[src/rtl/ysyx_22050243_if_id.sv]
// IF/ID pipeline register: pairs the registered fetch PC with the I-SRAM word
// that arrives a cycle later. The pair is held across stalls, and a flush inserts a NOP bubble.
module ysyx_22050243_if_id #(
    parameter int          XLEN     = 64,
    parameter logic [31:0] NOP_INST = 32'h0000_0013,
    parameter int          CNT_W    = 16
) (
    input  logic                 clk,
    input  logic                 rst,
    input  logic [5:0]           stall,
    input  logic                 flush,
    input  logic [2*XLEN:0]      if_to_id_bus,
    input  logic [31:0]          isram_rdata,
    output logic [2*XLEN+32:0]   id_bus,
    output logic                 id_valid,
    output logic [CNT_W-1:0]     stall_cnt
);

    logic            hold;
    logic            ce;
    logic [XLEN-1:0] pc_in, npc_in;

    logic            v_q, v_d;
    logic [XLEN-1:0] pc_q, pc_d;
    logic [XLEN-1:0] npc_q, npc_d;
    logic            hold_v_q, hold_v_d;
    logic [31:0]     hold_inst_q, hold_inst_d;
    logic [CNT_W-1:0] cnt_q, cnt_d;
    logic [31:0]     inst;
    logic            unused_stall_bits;

    // Must match the fetch stage's PC-hold term, or the SRAM word and PC drift apart.
    assign hold   = stall[0] | stall[1] | stall[3];
    assign ce     = if_to_id_bus[2*XLEN];
    assign pc_in  = if_to_id_bus[2*XLEN-1:XLEN];
    assign npc_in = if_to_id_bus[XLEN-1:0];
    assign unused_stall_bits = ^{stall[5:4], stall[2]};

    always_comb begin
        v_d         = v_q;
        pc_d        = pc_q;
        npc_d       = npc_q;
        hold_v_d    = hold_v_q;
        hold_inst_d = hold_inst_q;
        cnt_d       = cnt_q;
        if (flush) begin
            v_d         = 1'b0;
            pc_d        = '0;
            npc_d       = '0;
            hold_v_d    = 1'b0;
            hold_inst_d = NOP_INST;
        end else if (hold) begin
            // The SRAM output only belongs to pc_q on the first stall cycle.
            if (!hold_v_q) begin
                hold_v_d    = 1'b1;
                hold_inst_d = isram_rdata;
            end
            if (v_q && (cnt_q != {CNT_W{1'b1}})) begin
                cnt_d = cnt_q + 1'b1;
            end
        end else begin
            v_d      = ce;
            pc_d     = pc_in;
            npc_d    = npc_in;
            hold_v_d = 1'b0;
        end
    end

    always_ff @(posedge clk) begin
        if (rst) begin
            v_q         <= 1'b0;
            pc_q        <= '0;
            npc_q       <= '0;
            hold_v_q    <= 1'b0;
            hold_inst_q <= NOP_INST;
            cnt_q       <= '0;
        end else begin
            v_q         <= v_d;
            pc_q        <= pc_d;
            npc_q       <= npc_d;
            hold_v_q    <= hold_v_d;
            hold_inst_q <= hold_inst_d;
            cnt_q       <= cnt_d;
        end
    end

    always_comb begin
        inst = isram_rdata;
        if (!v_q) begin
            inst = NOP_INST;
        end else if (hold_v_q) begin
            inst = hold_inst_q;
        end
    end

    assign id_bus    = {v_q, pc_q, inst, npc_q};
    assign id_valid  = v_q;
    assign stall_cnt = cnt_q;

endmodule
[config.mk]
export PLATFORM = sky130hd
export DESIGN_NAME = ysyx_22050243_if_id
export DESIGN_NICKNAME = d
export VERILOG_FILES = /design/src/rtl/ysyx_22050243_if_id.sv
export SDC_FILE = /design/constraint.sdc
export NUM_CORES = 1
export LEC_CHECK = 0
export BUFFER_PORTS_ARGS = -buffer_cell sky130_fd_sc_hd__buf_2
export CAP_MARGIN = 40
export CORE_AREA = 2 2 133 135
export CTS_BUF_LIST = sky130_fd_sc_hd__clkbuf_4 sky130_fd_sc_hd__clkbuf_8 sky130_fd_sc_hd__clkbuf_16
export CTS_CLUSTER_DIAMETER = 50
export CTS_CLUSTER_SIZE = 24
export DETAILED_ROUTE_END_ITERATION = 16
export DIE_AREA = 0 0 135 137
export GPL_TIMING_DRIVEN = 0
export PLACE_DENSITY = 0.72
export SETUP_SLACK_MARGIN = 0.15
export SYNTH_ARGS = -nofsm -noshare
export SYNTH_HDL_FRONTEND = slang
export SYNTH_SLANG_ARGS = --single-unit
export TNS_END_PERCENT = 30
[constraint.sdc]
create_clock -name clk -period 4.3 [get_ports clk]
set_input_delay 0.43 -clock clk [delete_from_list [all_inputs] [get_ports clk]]
set_output_delay 0.43 -clock clk [all_outputs]
set_load 0.01 [all_outputs]
==> results of run 1 <==
==> synth_stat cells (all sizes together) (4+ instances only) <==
cell / count
a21oi: 168
buf: 5
clkbuf: 60
dfxtp: 178
mux2: 4
mux2i: 33
nand2: 333
nand3: 9
nand4: 8
nor2: 10
nor2b: 34
o31ai: 7
or4: 9
==> worst reg2reg max path, stage by stage (launching register included) <==
cell	delay [ns]
dfxtp_1	0.57
nand3b_1	0.12
or4_1	0.50
buf_2	0.17
or4_1	0.47
a21oi_1	0.15
==> flip-flops by register name, indices dropped and copies added, names as in the netlist <==
register,cells
npc_q,64
pc_q,64
hold_inst_q,32
stall_cnt,16
hold_v_q,1
id_valid,1
==> metrics by stage <==
stage                     total power (uW)  instances
after CTS                             3500       1485
final                                 3470       1486
after floorplan                       1870        883
after global placement                2010       1452
after global routing                  3600       1486
after detailed placement              2020       1454
==> power groups by stage <==
stage          registers (uW)  clock network [uW]  logic, uW
6_report                 1690                1490        286
5_1_grt                  1690                1580        317
4_1_cts                  1690                1520        289
3_5_place_dp             1730                   0        288
3_3_place_gp             1730                   0        285
2_1_floorplan            1740                   0        133
==> layer usage <==
| metal | up-vias | wire, um | part of all wire [%] |
|---|---|---|---|
| li1 | 3642 | - | - |
| met1 | 3236 | 8700 | 39 |
| met4 | 0 | 521 | 2.3 |
| met2 | 266 | 11100 | 50 |
| met3 | 34 | 2050 | 9.2 |
| met5 | - | 0 | 0 |
==> final timing paths <==
check / startpoint / endpoint / slack (ns) / cells after the start
max: hold_v_q / id_bus[64] / 1.69 / 5
min: if_to_id_bus[52] / npc_q[52] / 0.24 / 3
max reg2reg: id_valid / stall_cnt[15] / 2.26 / 5
min reg2reg: npc_q[15] / npc_q[15] / 0.45 / 2
==> cells by family after synthesis <==
group,Yosys count
AND/OR/NAND/NOR,419
AO/OA/AOI/OAI,182
multiplexers,37
adder cells (fa/ha/maj),1
flip-flops,178
buffers and inverters,66
==> area by class of cell <==
cell class                 count  area, sq um  share of cell area, %
antenna                        1         2.50                 0.0263
tap                          225          282                   2.96
buffer                        65          250                   2.63
clock inverter                11          103                   1.08
multi-input combinational    639         3100                   32.7
inverter                       1         3.75                 0.0395
timing repair buffer         346         1740                   18.3
clock buffer                  20          454                   4.78
sequential                   178         3560                   37.5
==> results by group, run 1 <==
GRT
  – Vias in the first global route: 6738
  – Met1 Use GR: 24.4%
  – Met3 Usage GRT: 9.04%
  – Initial antenna violation count: 2
  – Global-route wire length before repair: 33.4 mm
  – Total gr overflow: 0
  – Grt met2 use: 41.2%
  – Largest net degree at the start of global routing: 17
  – Gr usage total: 23.0%
  – Gr busiest metal: met2

Critical path
  – WS Path Type: flop to output pin
  – Most numerous cell on the critical path: clkbuf_1
  – Max incr delay on CP: 0.59 ns
  – Slowest cell on the critical path: clkbuf_1
  – Delay-heaviest family, CP: buffers and inverters
  – Setup crit end kind: output pin
  – Crit-path cells: clkbuf_1 > clkbuf_1 > mux2i_1 > nand2_1 > buf_2
  – Worst EP arrival: 2.18 ns
  – Largest fanout on the critical path: 10
  – Worst Path Required: 3.87 ns
  – CP Launch Type: flop
  – WP buf/inv: 3

Synthesis
  – Combinational family with the most area after synthesis: simple AND/OR/NAND/NOR gates
  – EDFF count, synth: 0
  – Part of the Yosys area used for sequential elements: 51.5%
  – Asr flop ratio synth: 0%
  – Syn Std Cell Area: 0.00692 sq mm
  – Yosys warns: 0
  – Synthesized flop and latch total: 178
  – Adder-cell share of the synthesized area: 0.181%
  – Ys flop type: dfxtp_1
  – Cell variety after synth: 31
  – Ranking of synthesized cells by area: dfxtp_1, nand2_1, a21oi_1
  – XOR/XNOR share of the synthesized area: 0%
  – Cell taking the most area after synthesis: dfxtp_1
  – Mapped Nets: 1054
  – Syn avg cell area: 7.84 sq um
  – Top-area cell type share of the netlist area: 51.5%
  – Complex-gate fraction of the synthesized area: 13.6%
  – Fraction of synthesized area in multiplexers: 5.42%
  – Post-Synthesis Cells: 883
  – Simple-Gate Fraction of Synth Area: 25.6%

Min path
  – Hold crit path type: primary input to flop

CTS
  – CTS tree: done
  – CTS max path bufs: 2
  – Post-cts sizing count: 0
  – Worst-path clk slew: 0.07 ns
  – Root buffer cell: clkbuf_16
  – Post-CTS Setup Inserts: 0
  – CTS Hold Buffers Added: 0
  – Clk Latency, worst-skew pair: 0.42 ns
  – Number of clock sinks: 178
  – H-tree Lvls: 4
  – CTS Buf Count: 17

Power
  – Worst vdd ir: 269 uV
  – PD cells: 365 mW/mm^2
  – Sw Pwr: 846 uW
  – Leakage power: 0.00414 uW
  – Clk pwr share: 43.0%
  – Seq pwr share: 48.8%
  – Int Power: 2620 uW
  – Sw Ratio: 24.4%
  – Logic pwr share: 8.2%

Drt
  – Vias after detailed routing: 7178
  – DRT iter0 DRCs: 285
  – Residual DRC: 0
  – Vias/cell: 4.83
  – Detail Route Antenna Nets: 0
  – DRT Wirelength: 22.3 mm
  – Avg WL per Cell: 15.0 um
  – First-pass DRT Iterations: 5

Floorplan
  – Initial cell density of the core: 40.6%
  – Row cnt: 48
  – Die Area: 0.0185 sq mm
  – I/O pin count: 348
  – Core ar.: 0.0171 sq mm
  – Die Y: 137 um
  – DIE WIDTH: 135 um

Cells and area
  – Fin nets: 1419
  – Layout cells sized above 1: 30.6%
  – Commonest non-fill, non-tap cell in the layout: buf_2
  – P&R area growth vs syn: 37.2%
  – Fin util: 55.7%
  – Filler cell count in the final layout: 1631
  – Most frequent cells in the layout: buf_2, nand2_1, dfxtp_1
  – Finished Cell Area: 0.00950 sq mm

STA
  – Setup ws final: 1.69 ns
  – Unrepaired setup endpoints after global routing: false
  – FMAX: 0.383 GHz
  – Hold WS: 0.236 ns
  – Relative slew slack: 47.3%
  – Final cycle utilization of the critical path: 60.8%
  – Final Skew: 0.00905 ns
  – Final setup viols: 0
  – Sum of negative setup slack: 0 ns
  – Post-layout min period: 2.61 ns
  – Worst Tran Pin Value: 0.784 ns
  – Fin. Hold Viols: 0
  – Final max-slew violation count: 0

Placed design
  – Pre-CTS WS: 1.70 ns
  – PortBufs: 344
  – Routability cong.: 0.825
  – Area after DPL: 0.00894 sq mm
  – Hpwl dp: 16.9 mm

Run
  – Max-Cap Viols: 0

Run status
  – Run status: finished, final reports clean
Power figures use the tool's default switching activity.
==> run 2, diff against run 1 <==
- PLACE_DENSITY: 0.72 -> 0.75
- clock period: 4.3 -> 2.35 ns (I/O delays scaled with it)
==> run 2 against run 1 <==
Against the previous run: critical path depth unchanged; via count up 1.5%; combinational power up 83%; die area unchanged; clock power up 110%; power up 93%; clock skew up 0.0010 ns; cell area up 0.90%; sequential power up 83%; utilization up 0.50 points; sequential share of layout area down 0.33 points; setup slack worse by 1.4 ns; critical path type unchanged; largest cell class unchanged.
==> results by group, run 2 (synthesized netlist as in run 1, its figures left out) <==
Run status
  – Run status: finished, final reports clean

Cells and area
  – Layout cells sized above 1: 30.9%
  – Fin nets: 1419
  – Finished Cell Area: 0.00958 sq mm
  – Filler cell count in the final layout: 1626
  – Storage cell area: 0.00356 sq mm
  – Most frequent cells in the layout: buf_2, nand2_1, dfxtp_1
  – P&R area growth vs syn: 38.5%
  – Fin util: 56.2%
  – Multi-input gate area: 0.00310 sq mm
  – Commonest non-fill, non-tap cell in the layout: buf_2
  – Top flop regs: npc_q (64), pc_q (64), hold_inst_q (32)

Drt
  – Avg WL per Cell: 14.9 um
  – First-pass DRT Iterations: 4
  – Vias after detailed routing: 7285
  – DRT Wirelength: 22.1 mm
  – DRT iter0 DRCs: 276
  – Detail Route Antenna Nets: 0
  – Vias/cell: 4.90
  – Residual DRC: 0

GRT
  – Total gr overflow: 0
  – Vias in the first global route: 6693
  – Largest net degree at the start of global routing: 17
  – Global-route wire length before repair: 33.3 mm
  – Initial antenna violation count: 2
  – Gr usage total: 22.9%

STA
  – Fin. Hold Viols: 0
  – Unrepaired setup endpoints after global routing: true
  – FMAX: 0.483 GHz
  – Post-layout min period: 2.07 ns
  – Final setup viols: 0
  – Final Skew: 0.0101 ns
  – Final cycle utilization of the critical path: 88.2%
  – Hold WS: 0.0424 ns
  – Worst Tran Pin Value: 0.789 ns
  – Relative slew slack: 47.0%
  – Final max-slew violation count: 0

Critical path
  – RR Endpoint: stall_cnt[15]
  – Worst R2R Start: id_valid
  – Worst setup path startpoint: hold_v_q
  – Setup crit end kind: output pin
  – R2R Setup Slk: 0.31 ns
  – CP Launch Type: flop
  – Reg2Reg Depth: 5
  – Largest fanout on the critical path: 10
  – Worst Path Required: 2.12 ns
  – WS Path Type: flop to output pin
  – CP Capture Point: id_bus[74]
  – Worst EP arrival: 1.84 ns

Floorplan
  – Die Area: 0.0185 sq mm
  – Initial cell density of the core: 40.6%
  – Core ar.: 0.0171 sq mm
  – I/O pin count: 348
  – Die Y: 137 um
  – DIE WIDTH: 135 um
  – Row cnt: 48

CTS
  – Root buffer cell: clkbuf_16
  – Clk Latency, worst-skew pair: 0.42 ns
  – Worst-path clk slew: 0.07 ns
  – CTS Buf Count: 17
  – CTS Hold Buffers Added: 0
  – Number of clock sinks: 178
  – CTS tree: done
  – H-tree Lvls: 4
  – CTS max path bufs: 2

Min path
  – Hold crit path type: primary input to flop

Power
  – Worst vdd ir: 469 uV
  – PD cells: 697 mW/mm^2
  – Leakage power: 0.00419 uW

Placed design
  – Area after DPL: 0.00894 sq mm
  – PortBufs: 344
  – Hpwl dp: 16.9 mm
  – Routability cong.: 0.854

Run
  – Max-Cap Viols: 0
run 2: repair_timing:
item	in CTS	in global routing
buffers inserted	0	0
resized for setup	2	5
endpoints found under the setup margin	30	20
run 2: worst min path at each step:
stage | startpoint | end | slack [ns] | cells past startpoint
2_1_floorplan | isram_rdata[0] | hold_inst_q[0] | 0.36 | 2
3_3_place_gp | npc_q[49] | npc_q[49] | 0.44 | 2
3_5_place_dp | npc_q[55] | npc_q[55] | 0.44 | 2
4_1_cts | isram_rdata[4] | hold_inst_q[4] | 0.03 | 3
5_1_grt | if_to_id_bus[49] | npc_q[49] | 0.03 | 3
6_report | isram_rdata[4] | hold_inst_q[4] | 0.04 | 3
run 2: layout make-up:
type / count / area share (%)
flip-flops and latches: 178 / 37.2
multi-input cells: 639 / 32.4
repair buffers: 346 / 18.1
clock buffers: 18 / 4.52
well taps: 225 / 2.94
plain buffers: 65 / 2.68
clock inverters: 14 / 2.09
diodes: 2 / 0.0522
inverters: 1 / 0.0392
run 2: worst max-delay path, stage by stage, from the launching register on:
cell	delay, ns
dfxtp_1	0.31
clkbuf_1	0.28
clkbuf_2	0.37
mux2i_1	0.24
nor2b_1	0.07
buf_2	0.14
run 2: report_power, final:
group	internal, uW	switching [uW]
sequential	3070	26.4
combinational	216	308
clock	1810	1250
run 2: routing by layer:
layer	wire [um]	global-route usage, %	up-vias
met2	11000	40.8	270
met3	2040	8.30	27
met1	8650	25.4	3341
met4	377	7.00	0
met5	0	0	-
li1	-	-	3647
run 2: metrics by stage:
stage | total power (uW) | setup WS, ns | TNS, ns | instances
2_1_floorplan | 3420 | 0.507 | 0 | 883
3_3_place_gp | 3680 | -0.275 | -11.03 | 1452
3_5_place_dp | 3690 | 0.0815 | 0 | 1454
4_1_cts | 6730 | 0.0145 | 0 | 1486
5_1_grt | 6920 | 0.141 | 0 | 1488
6_report | 6680 | 0.278 | 0 | 1488
==> run 3, diff against run 2 <==
- CORE_AREA: 2 2 133 135 -> default
- CORE_ASPECT_RATIO: default -> 2
- CORE_MARGIN: default -> 4
- CORE_UTILIZATION: default -> 41
- DIE_AREA: 0 0 135 137 -> default
- PLACE_DENSITY: 0.75 -> 0.76
==> run 3 against run 2 <==
Against the previous run: utilization is 1.3 points higher; count of clock-buffer cells in the layout is 4 higher; critical path depth stayed put; highest routed layer unchanged; first-iteration DRC count is 33% lower; die area is 3.5% higher; largest cell class unchanged; final cell count is 1.3% lower; sequential share of layout area hardly changed; sequential power hardly changed; critical path type is now flop to flop; largest power group is now the clock network; worst hold slack better by 0.0016 ns; global-route usage is 1.5 points higher.
==> results by group, run 3 (synthesized netlist as in run 1, its figures left out) <==
Drt
  – Vias after detailed routing: 7333
  – Vias/cell: 5.00
  – DRT iter0 DRCs: 184
  – First-pass DRT Iterations: 4
  – Detail Route Antenna Nets: 0
  – Residual DRC: 0
  – Avg WL per Cell: 16.2 um
  – DRT Wirelength: 23.7 mm

Critical path
  – Setup crit end kind: flop
  – Worst R2R Start: id_valid
  – Largest fanout on the critical path: 10
  – Max incr delay on CP: 0.57 ns
  – Worst setup path startpoint: id_valid
  – Worst EP arrival: 2.41 ns
  – WS Path Type: flop to flop
  – Worst Path Required: 2.69 ns
  – CP Launch Type: flop
  – Slowest cell on the critical path: dfxtp_1
  – Most numerous cell on the critical path: or4_1
  – Crit-path cells: nand3b_1 > or4_1 > buf_2 > or4_1 > a21oi_1

Floorplan
  – I/O pin count: 348
  – Row cnt: 67
  – Core ar.: 0.0167 sq mm
  – Die Y: 192 um
  – Die Area: 0.0192 sq mm
  – DIE WIDTH: 99.9 um
  – Initial cell density of the core: 41.5%

STA
  – Final Skew: 0.00628 ns
  – Post-layout min period: 2.06 ns
  – Setup ws final: 0.288 ns
  – Relative slew slack: 45.9%
  – Unrepaired setup endpoints after global routing: true
  – Worst Tran Pin Value: 0.805 ns
  – Final setup viols: 0
  – FMAX: 0.485 GHz
  – Final max-slew violation count: 0
  – Fin. Hold Viols: 0
  – Final cycle utilization of the critical path: 87.7%

Cells and area
  – Most frequent cells in the layout: buf_2, nand2_1, dfxtp_1
  – Commonest non-fill, non-tap cell in the layout: buf_2
  – Top flop regs: npc_q (64), pc_q (64), hold_inst_q (32)
  – P&R area growth vs syn: 38.5%
  – Layout cells sized above 1: 30.9%
  – Finished Cell Area: 0.00959 sq mm
  – Fin nets: 1419
  – Filler cell count in the final layout: 1596

GRT
  – Largest net degree at the start of global routing: 17
  – Vias in the first global route: 7402
  – Total gr overflow: 0
  – Gr usage total: 24.4%
  – Global-route wire length before repair: 36.6 mm
  – Initial antenna violation count: 1

Run status
  – Run status: finished, final reports clean

Placed design
  – Hpwl dp: 18.9 mm
  – Pre-CTS WS: -0.102 ns
  – PortBufs: 344
  – Area after DPL: 0.00891 sq mm
  – Routability cong.: 0.906

Power
  – Leakage power: 0.00421 uW
  – PD cells: 708 mW/mm^2
  – Worst vdd ir: 527 uV

CTS
  – CTS Buf Count: 17
  – H-tree Lvls: 4
  – Post-CTS Setup Inserts: 0
  – Post-cts sizing count: 4
  – Clk Latency, worst-skew pair: 0.42 ns
  – Number of clock sinks: 178
  – CTS Hold Buffers Added: 0
  – Worst-path clk slew: 0.07 ns
  – Root buffer cell: clkbuf_16
  – CTS max path bufs: 2
  – CTS tree: done

Min path
  – Hold Path Origin: if_to_id_bus[44]
  – Hold crit path type: primary input to flop

Run
  – Max-Cap Viols: 0
[run 3: cell count changes in the layout (fill, tap and decap cells not counted), sizes merged]
| cell | delta |
|---|---|
| clkbuf | +5 |
| inv | -4 |
| clkinvlp | -2 |
| bufinv | +1 |
| clkdlybuf4s18 | -1 |
| diode | -1 |
[run 3: power breakdown]
part | switching [uW] | internal (uW) | total, uW | leakage, uW
clock | 1170 | 1990 | 3160 | 0.000327
sequential | 27.1 | 3070 | 3100 | 0.00144
combinational | 314 | 217 | 531 | 0.00244
[run 3: layout make-up]
type	count	area, sq um	area share [%]
clock buffer	22	482	5.03
clock inverter	9	178	1.85
buffer	65	263	2.74
sequential	178	3560	37.2
inverter	1	3.75	0.0392
antenna	1	2.50	0.0261
tap	207	259	2.70
multi-input combinational	639	3100	32.4
timing repair buffer	346	1730	18.1
[run 3: critical path: cells and delay by family, from the launching register on]
family | cells | cell delay [ns]
AOI/OAI and AO/OA | 1 | 0.16
buffers and inverters | 1 | 0.17
and+or+nand+nor | 3 | 1.07
DFF | 1 | 0.57
[run 3: per-stage QoR]
step / setup TNS, ns / hold WS (ns) / utilization [%] / total power (uW) / std cells
global placement: -9.57 / 0.439 / 53.4 / 3690 / 1434
CTS: 0 / 0.0214 / 57.4 / 6850 / 1467
finish: 0 / 0.0440 / 57.5 / 6790 / 1468
floorplan: 0 / 0.357 / - / 3420 / 883
detailed placement: -0.263 / 0.443 / 53.4 / 3700 / 1436
global route: 0 / 0.0280 / 57.5 / 7030 / 1468
[run 3: layer usage]
layer / vias to the layer above / track usage [%] / share of wire (%)
li1: 3632 / - / -
met1: 3349 / 22.3 / 33
met2: 297 / 47.4 / 55
met3: 55 / 7.49 / 7.6
met4: 0 / 11.3 / 4.0
met5: - / 0 / 0
[run 3: worst paths after layout]
| kind | endpoint | slack (ns) | cells past startpoint |
|---|---|---|---|
| worst max register to register | stall_cnt[15] | 0.29 | 5 |
| worst min register to register | pc_q[34] | 0.45 | 2 |
| worst max-delay path | stall_cnt[15] | 0.29 | 5 |
| worst min-delay path | npc_q[44] | 0.04 | 3 |
